### src/rtl/sext_lane_sequencer_pkg.sv
// Shared types and lane-selection helpers for the lane sequencer.
// Lane masks are widened to MAX_LANES bits before priority encoding.
package sext_lane_sequencer_pkg;

    localparam int LANE_W    = 16;
    localparam int OUT_W     = 32;
    localparam int MAX_LANES = 64;

    typedef enum logic [0:0] {
        IDLE = 1'b0,
        RUN  = 1'b1
    } state_t;

    function automatic int lowest_lane(
        input logic [MAX_LANES-1:0] mask
    );
        int r = 0;
        for (int i = MAX_LANES - 1; i >= 0; i--) begin
            if (mask[i]) r = i;
        end
        return r;
    endfunction

    function automatic logic [MAX_LANES-1:0] lanes_above(
        input logic [MAX_LANES-1:0] mask,
        input logic [6:0]           idx
    );
        return mask & ~((64'd2 << idx) - 64'd1);
    endfunction

    function automatic int next_lane(
        input logic [MAX_LANES-1:0] mask,
        input logic [6:0]           idx
    );
        return lowest_lane(lanes_above(mask, idx));
    endfunction

    function automatic logic has_next(
        input logic [MAX_LANES-1:0] mask,
        input logic [6:0]           idx
    );
        return |lanes_above(mask, idx);
    endfunction

endpackage

### src/rtl/sext_lane_sequencer_sext.sv
// Existing 16->32 sign-extension datapath, shared by all lanes.
module SignExtension
    import sext_lane_sequencer_pkg::*;
(
    input  logic [LANE_W-1:0] In,
    output logic [OUT_W-1:0]  Out
);

    assign Out = {{(OUT_W - LANE_W){In[LANE_W-1]}}, In};

endmodule

### src/rtl/sext_lane_sequencer.sv
// Walks the enabled 16-bit lanes of a word, one sign-extended lane per cycle.
// A single SignExtension instance is time-shared across all lanes.
module sext_lane_sequencer #(
    parameter int LANES  = 4,
    parameter int LANE_W = sext_lane_sequencer_pkg::LANE_W,
    parameter int OUT_W  = sext_lane_sequencer_pkg::OUT_W,
    localparam int IW    = $clog2(LANES)
) (
    input  logic                    I_CLOCK,
    input  logic                    I_RESET,
    input  logic                    I_VALID,
    output logic                    O_READY,
    input  logic [LANES*LANE_W-1:0] I_DATA,
    input  logic [LANES-1:0]        I_MASK,
    output logic                    O_VALID,
    input  logic                    I_READY,
    output logic [OUT_W-1:0]        O_DATA,
    output logic [IW-1:0]           O_LANE,
    output logic                    O_LAST,
    output logic                    O_BUSY
);

    import sext_lane_sequencer_pkg::*;

    state_t                  state_q;
    logic [LANES*LANE_W-1:0] data_q;
    logic [LANES-1:0]        mask_q;
    logic [IW-1:0]           idx_q;
    logic [LANE_W-1:0]       lane;
    logic                    last;
    logic                    run;

    assign run  = (state_q == RUN);
    assign lane = data_q[idx_q*LANE_W +: LANE_W];
    assign last = ~has_next(64'(mask_q), 7'(idx_q));

    always_ff @(posedge I_CLOCK) begin
        if (I_RESET) begin
            state_q <= IDLE;
            data_q  <= '0;
            mask_q  <= '0;
            idx_q   <= '0;
        end else begin
            unique case (state_q)
                IDLE: begin
                    if (I_VALID) begin
                        data_q <= I_DATA;
                        mask_q <= I_MASK;
                        idx_q  <= IW'(lowest_lane(64'(I_MASK)));
                        // an all-zero mask is consumed without output
                        if (|I_MASK) state_q <= RUN;
                    end
                end
                RUN: begin
                    if (I_READY) begin
                        if (last) begin
                            state_q <= IDLE;
                        end else begin
                            idx_q <= IW'(next_lane(64'(mask_q), 7'(idx_q)));
                        end
                    end
                end
            endcase
        end
    end

    SignExtension u_sext (
        .In  (lane),
        .Out (O_DATA)
    );

    assign O_READY = ~run;
    assign O_VALID = run;
    assign O_BUSY  = run;
    assign O_LAST  = run & last;
    assign O_LANE  = idx_q;

endmodule

### config.mk
export PLATFORM = sky130hd
export DESIGN_NAME = sext_lane_sequencer
export DESIGN_NICKNAME = d
export VERILOG_FILES = /design/src/rtl/sext_lane_sequencer_pkg.sv /design/src/rtl/sext_lane_sequencer_sext.sv /design/src/rtl/sext_lane_sequencer.sv
export SDC_FILE = /design/constraint.sdc
export NUM_CORES = 1
export LEC_CHECK = 0
export BUFFER_PORTS_ARGS = -buffer_cell sky130_fd_sc_hd__buf_4
export CAP_MARGIN = 20
export CORE_UTILIZATION = 53
export CTS_CLUSTER_SIZE = 24
export DETAILED_ROUTE_END_ITERATION = 10
export GPL_TIMING_DRIVEN = 0
export PLACE_DENSITY = 0.84
export SLEW_MARGIN = 40
export SYNTH_ARGS = -nofsm -noshare
export SYNTH_HDL_FRONTEND = slang
export SYNTH_SLANG_ARGS = --single-unit
### constraint.sdc
create_clock -name I_CLOCK -period 4 [get_ports I_CLOCK]
set_input_delay 0.4 -clock I_CLOCK [delete_from_list [all_inputs] [get_ports I_CLOCK]]
set_output_delay 0.4 -clock I_CLOCK [all_outputs]
set_load 0.03 [all_outputs]
==> results.json <==
{
  "drive_above_1_share_pct": 37.6,
  "grt_usage_pct": 28.6,
  "postCtsHoldBufs": 0,
  "routed_wl_um": 8260,
  "ys_ff_latch": 70,
  "synth.distinct_cells": 24,
  "drtPass1Iterations": 4,
  "total_power_mw": 1.85,
  "h-tree-depth": 3,
  "die_h_um": 78.3,
  "fin_nets": 554,
  "cts_tree": "done",
  "relSlewSlack_pct": 62.4,
  "setup-violations-final": 0,
  "final_hold_viol_count": 0,
  "vias": 2930,
  "ios": 110,
  "total_leakage_power_nw": 1.85,
  "root_buffer": "clkbuf_8",
  "syn_to_final_growth_pct": 36.4,
  "drtIter0Drc": 205,
  "grt_pass1_vias": 2822,
  "ir_worst_vdd_mv": 0.270,
  "seq_area_frac_synth_pct": 45.4,
  "post_cts_buffers": 0,
  "critPathMaxFanout": 17,
  "via_per_inst": 5.24,
  "layout_common_cells": "137 x nand2_1, 134 x buf_4, 72 x a21oi_1",
  "grt_max_degree": 18,
  "status": "complete, no violations",
  "avgSynthCellArea_um2": 8.50,
  "clockBufferDepth": 2,
  "dp_cells": 543,
  "cts_sinks": 70,
  "cp-start-kind": "register",
  "regToRegSetupSlack_ns": 2.53,
  "final_common_cell": "nand2_1",
  "die_area_mm2": 0.00613,
  "synthTopCellsByArea": "dfxtp_1 45%, nand2_1 17%, a21oi_1 12%",
  "synth-warning-count": 0,
  "p_sw_share_pct": 28.9,
  "p_per_area_mw_per_mm2": 439,
  "diodes": 0,
  "cp.required_ns": 3.60,
  "synthesis.nets": 435,
  "synth_area_mm2": 0.00309,
  "drc": 0,
  "cp.arrival_ns": 1.92,
  "cts.reportedPaths.clkPinSlew_ns": 0.08,
  "path_class": "register to output pin",
  "ant_nets": 0,
  "hold_path.class": "primary input to register",
  "cts-buffers-inserted": 9,
  "stdcell_count": 559,
  "yosysTopAreaCell": "dfxtp_1",
  "worstSkewPairLatency_ns": 0.35,
  "initial_core_util_pct": 55.4,
  "place_hpwl_um": 6100,
  "antenna_found_initial": 0,
  "place_congestion": 0.883,
  "fin_worst_skew_ns": 0.00808,
  "core_area_mm2": 0.00557,
  "clkPwrFrac_pct": 33.9,
  "p_int_mw": 1.31,
  "grt_pass1_wl_um": 13300,
  "finalMaxSlewViolations": 0,
  "port_buffers": 108,
  "rsz0062_at_grt": "false",
  "final_util_pct": 75.5,
  "wl_per_cell_um": 14.8,
  "endpoint_kind": "output pin",
  "p_comb_share_pct": 24.5,
  "synth_top_area_share_pct": 45.4,
  "period_needed_ns": 2.32,
  "die_w_um": 78.3,
  "tightest_slew_ns": 0.564,
  "power.switching_mw": 0.535,
  "num_rows": 27,
  "fmaxAchievable_mhz": 431,
  "post_cts_resize_count": 0,
  "max_cap_violations": 0,
  "syn-instance-count": 363,
  "tns_ns": 0,
  "fin_crit_sh_pct": 58.0,
  "seqPwrFrac_pct": 41.5,
  "grt_overflow": 0
}
==> layer usage <==
metal,wire [um],vias to the layer above,track usage [%],share of wire [%]
li1,-,1427,-,-
met1,3250,1342,36.9,39
met2,4130,144,47.5,50
met3,722,17,4.65,8.7
met4,155,0,11.9,1.9
met5,0,-,0,0
==> through the flow <==
step | instance area [um^2] | setup slack [ns] | hold WS (ns)
2_1_floorplan | 3090 | 1.95 | 0.432
3_3_place_gp | 3990 | 2.07 | 0.438
3_5_place_dp | 3990 | 2.04 | 0.447
4_1_cts | 4210 | 1.67 | 0.293
5_1_grt | 4210 | 1.61 | 0.290
6_report | 4210 | 1.68 | 0.296
==> synth_stat cells <==
| cell type | instances |
|---|---|
| inv_1 | 4 |
| buf_4 | 26 |
| or2_2 | 1 |
| nand2b_1 | 2 |
| nor2_1 | 3 |
| mux4_2 | 16 |
| nor2b_2 | 1 |
| a21oi_2 | 1 |
| clkbuf_1 | 7 |
| a21o_1 | 2 |
| dfxtp_1 | 70 |
| a311oi_1 | 1 |
| a221oi_2 | 1 |
| and3_1 | 1 |
| and2_1 | 1 |
| buf_2 | 10 |
| a221o_1 | 1 |
| nor2b_1 | 1 |
| nand2_1 | 137 |
| o221ai_2 | 1 |
| nor3_1 | 1 |
| o22ai_1 | 1 |
| buf_6 | 2 |
| a21oi_1 | 72 |
==> worst paths after layout <==
check        cells after the start                       to                   start
max reg2reg                      7  data_q[54]$_SDFFE_PP0P_       O_BUSY$_SDFF_PP0_
min                              3  data_q[18]$_SDFFE_PP0P_              I_DATA[18]
min reg2reg                      2   data_q[3]$_SDFFE_PP0P_  data_q[3]$_SDFFE_PP0P_
max                              4               O_DATA[31]  O_LANE[1]$_SDFFE_PP0P_
==> flip-flops by register name, summed over array words and instances, names as in the netlist <==
signal  count
O_BUSY      1
mask_q      3
O_LANE      2
data_q     64
==> final cells by class <==
cell class | count | area, um^2
flip-flops and latches | 70 | 1400
fillers | 423 | 1360
inverters | 4 | 15.0
well taps | 72 | 90.1
multi-input cells | 244 | 1380
clock buffers | 10 | 138
plain buffers | 45 | 294
clock inverters | 6 | 85.1
repair buffers | 108 | 811
==> logic make-up (layout without fill, tap and decap cells) <==
logic type	Yosys count	count (layout)	share of synthesized area, %
AOI/OAI and AO/OA	80	80	14.2
buffers and inverters	49	173	10.0
DFF	70	70	45.4
muxes	16	16	11.7
and+or+nand+nor	148	148	18.7
==> worst max-delay path, cell delays in order, from the launching register on <==
cell     delay (ns)
dfxtp_1        0.36
buf_6          0.18
mux4_2         0.68
buf_4          0.20
buf_4          0.16
==> power groups by stage <==
stage | logic, mW | registers [mW] | clock network, mW
finish | 0.454 | 0.769 | 0.628
global route | 0.487 | 0.773 | 0.668
CTS | 0.455 | 0.767 | 0.632
detailed placement | 0.452 | 0.783 | 0
global placement | 0.442 | 0.781 | 0
floorplan | 0.285 | 0.780 | 0
(Power assumes the default switching activity.)
